$ cat config.mk
export PLATFORM = sky130hd
export DESIGN_NAME = multicycle_control_unit
export DESIGN_NICKNAME = d
export VERILOG_FILES = /design/src/rtl/control_pkg.sv /design/src/rtl/cond_check.sv /design/src/rtl/multicycle_control_unit.sv
export SDC_FILE = /design/constraint.sdc
export NUM_CORES = 1
export LEC_CHECK = 0
export ABC_AREA = 1
export CAP_MARGIN = 0
export CORE_UTILIZATION = 34
export DETAILED_ROUTE_END_ITERATION = 6
export PLACE_DENSITY = 0.95
export RECOVER_POWER = 25
export SLEW_MARGIN = 20
export SYNTH_ARGS = -nofsm -noshare
export SYNTH_HDL_FRONTEND = slang
export SYNTH_SLANG_ARGS = --single-unit
$ cat constraint.sdc
create_clock -name clk -period 2.3 [get_ports clk]
set_input_delay 0.46 -clock clk [delete_from_list [all_inputs] [get_ports clk]]
set_output_delay 0.46 -clock clk [all_outputs]
set_load 0.005 [all_outputs]
$ cat src/rtl/control_pkg.sv
// Shared encodings for the multicycle ARM-subset control unit: FSM state
// codes, ALU commands, condition codes and datapath select values.
package control_pkg;

  // Controller states; the 4-bit code is also exported on the State port
  typedef enum logic [3:0] {
    S_FETCH    = 4'd0,
    S_DECODE   = 4'd1,
    S_MEMADR   = 4'd2,
    S_MEMREAD  = 4'd3,
    S_MEMWB    = 4'd4,
    S_MEMWRITE = 4'd5,
    S_EXECUTE  = 4'd6,
    S_ALUWB    = 4'd7,
    S_BRANCH   = 4'd8
  } state_t;

  // Instruction class (Instruction[27:26])
  localparam logic [1:0] OP_DP  = 2'b00;
  localparam logic [1:0] OP_MEM = 2'b01;
  localparam logic [1:0] OP_BR  = 2'b10;

  // ALU commands
  localparam logic [3:0] ALU_AND = 4'b0000;
  localparam logic [3:0] ALU_SUB = 4'b0010;
  localparam logic [3:0] ALU_ADD = 4'b0100;
  localparam logic [3:0] ALU_CMP = 4'b1010;
  localparam logic [3:0] ALU_ORR = 4'b1100;
  localparam logic [3:0] ALU_MOV = 4'b1101;

  // Condition codes that can evaluate true
  localparam logic [3:0] COND_EQ = 4'b0000;
  localparam logic [3:0] COND_NE = 4'b0001;
  localparam logic [3:0] COND_AL = 4'b1110;

  // ALUSrcB selects
  localparam logic [1:0] SRCB_SHIFT = 2'd0;
  localparam logic [1:0] SRCB_IMM   = 2'd1;
  localparam logic [1:0] SRCB_FOUR  = 2'd2;
  localparam logic [1:0] SRCB_REGB  = 2'd3;

  // ResultSrc selects
  localparam logic [1:0] RES_ALUOUT = 2'd0;
  localparam logic [1:0] RES_DATA   = 2'd1;
  localparam logic [1:0] RES_ALU    = 2'd2;

  // ImmSrc selects
  localparam logic [1:0] IMM_12 = 2'b01;
  localparam logic [1:0] IMM_24 = 2'b10;

endpackage

$ cat src/rtl/cond_check.sv
// Condition-field evaluator: decides whether the current instruction
// executes given the stored Z flag. Unsupported codes never execute.
module cond_check
  import control_pkg::*;
(
  input  logic [3:0] Cond,
  input  logic       Z_FLAG,
  output logic       CondEx
);

  // Map condition code to an execute/skip decision
  always_comb begin
    CondEx = 1'b0;
    case (Cond)
      COND_EQ: CondEx = Z_FLAG;
      COND_NE: CondEx = ~Z_FLAG;
      COND_AL: CondEx = 1'b1;
      default: CondEx = 1'b0;
    endcase
  end

endmodule

$ cat src/rtl/multicycle_control_unit.sv
// Multicycle controller: sequences FETCH/DECODE and the per-class states,
// latches the condition result when leaving DECODE and decodes every
// datapath select/enable combinationally from the current state.
module multicycle_control_unit
  import control_pkg::*;
(
  input  logic       clk,
  input  logic       reset,
  input  logic [3:0] Cond,
  input  logic [1:0] Op,
  input  logic [5:0] Funct,
  input  logic [3:0] Rd,
  input  logic       Z_FLAG,
  output logic       PCWrite,
  output logic       MemWrite,
  output logic       RegWrite,
  output logic       IRWrite,
  output logic       AdrSrc,
  output logic       ALUSrcA,
  output logic       Write_Z_ENABLE,
  output logic [1:0] ALUSrcB,
  output logic [1:0] ResultSrc,
  output logic [1:0] ImmSrc,
  output logic [1:0] RegSrc,
  output logic [3:0] ALUControl,
  output logic [3:0] State
);

  state_t state_q, state_d;
  logic   condex_q, condex_d;
  logic   cond_ex;

  // Rd and the I bit do not influence sequencing; kept as ports for the datapath
  logic unused_fields;
  assign unused_fields = ^{Rd, Funct[5]};

  cond_check u_cond_check (
    .Cond   (Cond),
    .Z_FLAG (Z_FLAG),
    .CondEx (cond_ex)
  );

  assign State = state_q;

  // State and condition registers; reset abandons the instruction in flight
  always_ff @(posedge clk) begin
    if (reset) begin
      state_q  <= S_FETCH;
      condex_q <= 1'b0;
    end else begin
      state_q  <= state_d;
      condex_q <= condex_d;
    end
  end

  // Next-state logic; condition result is captured only on leaving DECODE
  always_comb begin
    state_d  = state_q;
    condex_d = (state_q == S_DECODE) ? cond_ex : condex_q;
    case (state_q)
      S_FETCH:  state_d = S_DECODE;
      S_DECODE: begin
        case (Op)
          OP_DP:   state_d = S_EXECUTE;
          OP_MEM:  state_d = S_MEMADR;
          OP_BR:   state_d = S_BRANCH;
          default: state_d = S_FETCH;
        endcase
      end
      S_EXECUTE:  state_d = S_ALUWB;
      S_ALUWB:    state_d = S_FETCH;
      S_MEMADR:   state_d = Funct[0] ? S_MEMREAD : S_MEMWRITE;
      S_MEMREAD:  state_d = S_MEMWB;
      S_MEMWB:    state_d = S_FETCH;
      S_MEMWRITE: state_d = S_FETCH;
      S_BRANCH:   state_d = S_FETCH;
      default:    state_d = S_FETCH;
    endcase
  end

  // Output decode; anything not driven for a state stays 0
  always_comb begin
    PCWrite        = 1'b0;
    MemWrite       = 1'b0;
    RegWrite       = 1'b0;
    IRWrite        = 1'b0;
    AdrSrc         = 1'b0;
    ALUSrcA        = 1'b0;
    Write_Z_ENABLE = 1'b0;
    ALUSrcB        = 2'd0;
    ResultSrc      = 2'd0;
    ImmSrc         = 2'd0;
    RegSrc         = 2'd0;
    ALUControl     = 4'd0;
    case (state_q)
      S_FETCH: begin
        IRWrite    = 1'b1;
        PCWrite    = 1'b1;
        ALUSrcA    = 1'b1;
        ALUSrcB    = SRCB_FOUR;
        ResultSrc  = RES_ALU;
        ALUControl = ALU_ADD;
      end
      S_DECODE: begin
        ALUSrcA    = 1'b1;
        ALUSrcB    = SRCB_FOUR;
        ResultSrc  = RES_ALU;
        RegSrc     = {Op == OP_MEM, Op == OP_BR};
        ALUControl = ALU_ADD;
      end
      S_EXECUTE: begin
        ALUSrcB        = SRCB_SHIFT;
        ALUControl     = Funct[4:1];
        Write_Z_ENABLE = Funct[0] & condex_q;
      end
      S_ALUWB: begin
        ResultSrc = RES_ALUOUT;
        RegWrite  = condex_q & (Funct[4:1] != ALU_CMP);
      end
      S_MEMADR: begin
        ALUSrcB    = SRCB_IMM;
        ImmSrc     = IMM_12;
        RegSrc     = 2'b10;
        ALUControl = ALU_ADD;
      end
      S_MEMREAD: begin
        ResultSrc = RES_ALUOUT;
        AdrSrc    = 1'b1;
      end
      S_MEMWB: begin
        ResultSrc = RES_DATA;
        RegWrite  = condex_q;
      end
      S_MEMWRITE: begin
        ResultSrc = RES_ALUOUT;
        AdrSrc    = 1'b1;
        MemWrite  = condex_q;
      end
      S_BRANCH: begin
        ALUSrcB    = SRCB_IMM;
        ImmSrc     = IMM_24;
        ResultSrc  = RES_ALU;
        ALUControl = ALU_ADD;
        PCWrite    = condex_q;
        RegWrite   = condex_q & Funct[4];
      end
      default: ;
    endcase
  end

endmodule

* Word-level counts from Yosys, hierarchy flattened *
Index checks and enable logic that the tools add are counted.
Widths: inputs -> output; s select.

word-level totals
  bits in registers = 5
  bits of input ports = 19
  output and inout bits = 23

operators by class
  equal/unequal tests = 13
  mux-type cells = 16
  bitwise operators = 4
  reduce and logical (&&, ||, !) cells = 8

operator list
  cell                count
  $pmux 4 s5          1
  $eq 4x3->1 const B  4
  $pmux 2 s2          4
  $pmux 4 s3          1
  $eq 4x1->1 const B  2
  $eq 4x2->1 const B  2
  $eq 4x4->1 const B  2
  $logic_not 4->1     2
  $pmux 4 s2          1
  $pmux 1 s3          2
  $reduce_or 2->1     3
  $mux 1              5
  $ne 4x4->1 const B  1
  $reduce_or 4->1     1
  $and 1x1->1         3
  $mux 3              1
  $reduce_or 3->1     1
  $eq 2x1->1 const B  1
  $eq 2x2->1 const B  1
  $logic_not 2->1     1
  $pmux 1 s2          1
  $not 1->1           1

* Depth between registers and ports, before layout *
Gate-level depths: netlist of run 1.

  word-level depth = 3
  gate-level depth with buffers = 6

* Hierarchy *
Synthesis of run 1 repeated with hierarchy kept, for this count alone.

second synthesis, totals
  cell total of the unflattened synthesis = 90
  area, all modules = 480.5 sq um

by module, submodules not included
  module                   times used  cells each  area each (sq um)  seq. area each (sq um)
  multicycle_control_unit  1           78          430.4              100.1
  cond_check               1           12          50.0               0.0

* Least setup slack after synthesis of run 1 *
No wires, ideal clock.

  path type = flip-flop to output port
  from = register state_q[3] (netlist: State[3])
  to = output ALUSrcB[1]
  data arrival time = 0.962 ns
  setup slack = 0.878 ns
  stages on the path, launching flop included = 5
  path through = dfxtp_1 -> nor2_4 -> inv_2 -> nor2_1 -> buf_4

between the ends
  longest elaborated chain between the ends = 3
  elaborated cells on any way between the ends = 7
  classes of those cells = eq/ne: 3; mux: 1; reduce/logical: 3

ends and longest elaborated chain
  element                                   line                           source
  from (decl)                               multicycle_control_unit.sv:29  state_t state_q, state_d;
  from (signal assigned)                    multicycle_control_unit.sv:51  state_q <= state_d;
  $eq 4x4->1, or another cell as far along  multicycle_control_unit.sv:95  case (state_q)
  $reduce_or 2->1 (no line)                 --
  $pmux 2 s2 *                              multicycle_control_unit.sv:95
  to (decl)                                 multicycle_control_unit.sv:21  output logic [1:0] ALUSrcB,

Mark *: on every way between the ends. The rest lies on a longest branch, timed or not.

* Worst setup path in the final report of run 1 *
  from = input Funct[0]
  to = output Write_Z_ENABLE

between the ends
  longest elaborated chain between the ends = 2

ends and longest elaborated chain
  element      line                            source
  from (decl)  multicycle_control_unit.sv:11   input logic [5:0] Funct,
  $and 1x1->1  multicycle_control_unit.sv:114  Write_Z_ENABLE = Funct[0] & condex_q;
  $mux 1       multicycle_control_unit.sv:95
  to (decl)    multicycle_control_unit.sv:20   output logic Write_Z_ENABLE,

Every way passes these cells.

==> impl_metrics.toml, run 1 <==
[placement]
pre_cts_ws_ps = 52.6
gp_routability_congestion = 0.805
dpl_cell_area_um2 = 881
dp_hpwl_um = 1290
io_buffers = 36

[setup_path]
cp_max_fo = 2
r2r_end = "condex_q"
critPathKind = "input port to primary output"
required_ps = 1840
endpoint_kind = "primary output"
r2r_slack_ps = 1110
path_delay_family = "buffers and inverters"
crit_path_cell_trace = "clkdlybuf4s50_1, inv_1, nor3_1, clkdlybuf4s50_1"
slowest_delay_ps = 540
r2r_start = "State[3]"
crit_top_cell = "clkdlybuf4s50_1"
worstSetupStartpointType = "input port"
crit_buf_inv = 3
arrival_ps = 1820
rr_worst_depth = 6
crit_path_top_delay_cell = "clkdlybuf4s50_1"

[sta]
rsz0062_at_grt = "false"
worstMarginPinSlew_ps = 227
max_freq_mhz = 439
setup_ws_ps = 22.4
clock_skew_ps = 2.13
slew_viol_final = 0
tns_ps = 0
min_period_ps = 2280
hold_viol_final = 0
slew_headroom_pct = 84.7
min_period_over_period_pct = 99.0
setup_viol = 0

[synthesis]
synth_most_common_cell = "nand2_1"
ys_seq_elements = 5
yosysTopAreaCell = "dfxtp_1"
synth_common_cells = "nand2_1, nor2_1, inv_1, nand3_1"
yosys.area.top_type_share_pct = 19.7
synth-edff-count = 0
netlist_top_cells_area = "dfxtp_1, nand2_1, nor2_1, inv_1, nor2_4"
syn-cell-area_um2 = 509
seq_area_frac_synth_pct = 19.7
syn_nets = 113
synthCells = 94
synth_async_sr_flop_share_pct = 0
post_synth_num_cell_types = 18
synth_flop_cell = "dfxtp_1"
yosys_warnings = 0
syn_avg_cell_area_um2 = 5.42

[drt]
drc = 0
dr.first_iter.drc_count = 28
drt-vias-per-instance = 4.80
ant_nets = 0
via_count = 710
routed_wl_um = 1580
route.detailed.wl_per_inst_um = 10.7
dr.pass1.iters = 4

[floorplan]
die_w_um = 40.7
die_area_mm2 = 0.00166
num_rows = 13
start_util_pct = 37.7
core_mm2 = 0.00135
ioPinCount = 42
die_h_um = 40.7

[outcome]
status = "complete, no violations"

[clock_network]
ctsHoldBuffers = 0
cts_tree = "done"
htreeDepth = 1
post-cts-setup-buffers = 0
cts_buffers = 3
worstSkewPairLatency_ps = 240
clkSlewWorstSetupHoldPaths_ps = 40
clockBufferDepth = 2
clock_sinks = 5
clockRootBuffer = "clkbuf_4"

[final_layout]
syn2layout_area_growth_pct = 79.6
nFillCells = 114
nets = 153
diodes = 0
final_cell_area_um2 = 915
drive_gt1_share_pct = 17.3

[global_routing]
grt_pass1_vias = 604
track_usage_pct = 21.7
grt_start_max_net_pins = 9
grt_remaining_overflow = 0
grt_pass1_wl_um = 2350
antenna_found_initial = 0

[worst_hold_path]
hp-start = "State[0]"
hold_depth = 1
min_to = "State[0]"
hold_path.class = "flop to flop"

[power_and_ir_drop]
peakVddDrop_v = 0.000276
power.density_mw_per_mm2 = 393
p_leak_uw = 0.000501

[flow_run]
drv_cap = 0
## cells in the final DEF, fill, tap and decap left out, types with 2 or more instances in the layout
cell type	instances
inv_1	18
clkbuf_4	3
nor2_2	4
nor2_4	3
nand2_2	2
dfxtp_2	4
inv_2	5
nand3_1	6
nand2_1	21
o21ai_0	2
clkdlybuf4s50_1	34
nor2_1	20
## through the flow
step	util (%)	total power, uW	instances	hold WS (ps)
6_report	67.7	359	148	517
5_1_grt	67.7	382	148	543
4_1_cts	67.2	362	148	577
3_5_place_dp	65.2	256	144	564
3_3_place_gp	65.2	251	144	493
2_1_floorplan	-	171	94	475
## area by class of cell
type | instances | area [um2] | area share (%)
inverters | 23 | 86.3 | 9.44
repair buffers | 36 | 363 | 39.7
well taps | 15 | 18.8 | 2.05
flip-flops and latches | 5 | 105 | 11.5
clock buffers | 4 | 26.3 | 2.87
multi-input cells | 65 | 315 | 34.5
## per-layer routing
layer,part of all wire (%),vias to the layer above,global-route usage [%]
li1,-,357,-
met1,39,301,24.3
met2,49,46,38.9
met3,8.9,6,2.72
met4,2.3,0,12.5
met5,0,-,0
## report_power, final
group	leakage, uW	internal, uW	switching [uW]
clock	0.0000150	65.7	37.9
sequential	0.0000426	94.6	11.2
combinational	0.000443	84.8	65.2
## timing repair
action,in CTS,in global routing
hold endpoints to repair,0,0
setup endpoints to repair,0,5
resized for setup,0,5
## sequential cells by signal, summed over array words and instances, names as in the netlist
name,count
State,4
condex_q,1
## kinds of logic after synthesis
group	count (synthesis)	share of synthesized area (%)
buf+inv	24	18.4
compound gates	5	5.90
simple gates	60	56.0
flops	5	19.7
## worst max path at each step
stage               startpoint             end  slack (ps)  cells past startpoint
floorplan             State[3]      ALUSrcB[1]         880                      4
global placement      Funct[3]        RegWrite          70                      8
detailed placement    Funct[3]        RegWrite          50                      8
CTS                   Funct[1]        RegWrite          50                      8
global route          Funct[0]  Write_Z_ENABLE         0.9                      4
finish                Funct[0]  Write_Z_ENABLE          20                      4
No activity file was read; power rests on OpenSTA's default activity.
==> run 2, diff against run 1 <==
Settings changed: CORE_UTILIZATION 34 to 31, PLACE_DENSITY 0.95 to 0.88.
Clock period 2.3 ns to 2.1 ns, I/O delays scaled along.
==> impl_metrics.toml, run 2 (synthesis results as in run 1) <==
[sta]
min_period_ps = 2030
slew_viol_final = 0
max_freq_mhz = 494
rsz0062_at_grt = "false"
min_period_over_period_pct = 96.5
slew_headroom_pct = 85.7
hold_viol_final = 0
setup_viol = 0
clock_skew_ps = 4.31
hold_ws_ps = 515
worstMarginPinSlew_ps = 212

[final_layout]
nets = 155
final_cell_mix = "clkdlybuf4s50_1, nand2_1, inv_1"
final_common_cell = "clkdlybuf4s50_1"
post-route-util_pct = 62.5
drive_gt1_share_pct = 23.0
diodes = 0
layout.cells.non_filler = 151
largest_reg_flops = 4
syn2layout_area_growth_pct = 87.0

[clock_network]
cts_buffers = 3
worstSkewPairLatency_ps = 240
cts_tree = "done"
htreeDepth = 1
clockRootBuffer = "clkbuf_4"
clock_sinks = 5
clockBufferDepth = 2
ctsHoldBuffers = 0
clkSlewWorstSetupHoldPaths_ps = 40

[global_routing]
grt_start_max_net_pins = 9
grt_pass1_wl_um = 2350
antenna_found_initial = 0
grt_pass1_vias = 626
track_usage_pct = 16.8
grt_remaining_overflow = 0

[setup_path]
r2r_start = "State[1]"
rr_worst_depth = 6
required_ps = 1680
slowest_delay_ps = 520
worstSetupStartpointType = "input port"
crit_path_top_delay_cell = "clkdlybuf4s50_1"
cp_max_fo = 3
critPathKind = "input port to primary output"
r2r_end = "State[3]"
crit_path_cell_trace = "clkdlybuf4s50_1, nand3_2, inv_1, clkdlybuf4s50_1"
arrival_ps = 1610
crit_top_cell = "clkdlybuf4s50_1"
r2r_slack_ps = 1080
endpoint_kind = "primary output"

[floorplan]
die_h_um = 42.5
die_area_mm2 = 0.00181
num_rows = 14
start_util_pct = 33.4
ioPinCount = 42
core_mm2 = 0.00152
die_w_um = 42.5

[drt]
routed_wl_um = 1510
drc = 0
via_count = 700
dr.first_iter.drc_count = 6
dr.pass1.iters = 4
ant_nets = 0
drt-vias-per-instance = 4.64
route.detailed.wl_per_inst_um = 10.0

[worst_hold_path]
hold_depth = 1
hold_path.class = "flop to flop"
min_to = "State[0]"
hp-start = "State[0]"

[power_and_ir_drop]
p_leak_uw = 0.000513
power.density_mw_per_mm2 = 418
peakVddDrop_v = 0.000353

[outcome]
status = "complete, no violations"

[placement]
dp.cells = 146
gp_routability_congestion = 0.789
dp_hpwl_um = 1220
io_buffers = 36

[flow_run]
drv_cap = 0
[run 2: cell types whose count changed in the layout (fill, tap and decap cells not counted), sizes merged]
cell	delta
buf	+2
clkdlybuf4s50	-4
dlygate4sd2	+3
dlygate4sd3	+1
[run 2: cell type report]
type | count | area [um2]
clock buffer | 4 | 26.3
fill | 140 | 572
tap | 16 | 20.0
multi-input combinational | 65 | 338
inverter | 23 | 86.3
sequential | 5 | 108
timing repair buffer | 38 | 374
[run 2: metal layers]
metal	share of wire, %	GRT usage, %
met5	0	0
met4	2.1	10.0
met3	7.5	3.02
met2	50	28.9
met1	40	18.9
[run 2: timing repair]
action / CTS / global route
setup buffers: 1 / 0
pin swaps: 1 / 1
endpoints found under the setup margin: 6 / 6
gates resized for setup: 6 / 10
[run 2: critical path: cells and delay by family]
| kind | cells | cell delay [ps] |
|---|---|---|
| buf+inv | 3 | 1080 |
| simple gates | 1 | 100 |
[run 2: report_power, final]
| group | switching [uW] | total (uW) | internal [uW] | leakage, uW |
|---|---|---|---|---|
| clock network | 39.3 | 111 | 71.8 | 0.0000150 |
| logic | 75.0 | 171 | 95.9 | 0.000455 |
| registers | 12.6 | 116 | 103 | 0.0000429 |
| total | 127 | 398 | 271 | 0.000513 |
[run 2: through the flow]
step | area, um2 | setup TNS (ps) | total power, uW | setup WS (ps)
after floorplan | 509 | 0 | 188 | 718
after global placement | 890 | -65.1 | 277 | -47.9
after detailed placement | 890 | -105 | 281 | -60.2
after CTS | 923 | 0 | 397 | 8.23
after global routing | 952 | 0 | 425 | 11.2
final | 952 | 0 | 398 | 73.7
[run 2: worst max-delay path by stage]
| stage | cells past startpoint | slack [ps] | from | end |
|---|---|---|---|---|
| after floorplan | 4 | 720 | State[3] | ALUSrcB[1] |
| after global placement | 8 | -50 | Funct[1] | RegWrite |
| after detailed placement | 8 | -60 | Funct[1] | RegWrite |
| after CTS | 7 | 8 | State[1] | ALUControl[2] |
| after global routing | 6 | 10 | State[2] | RegSrc[0] |
| final | 4 | 70 | Op[1] | RegSrc[0] |
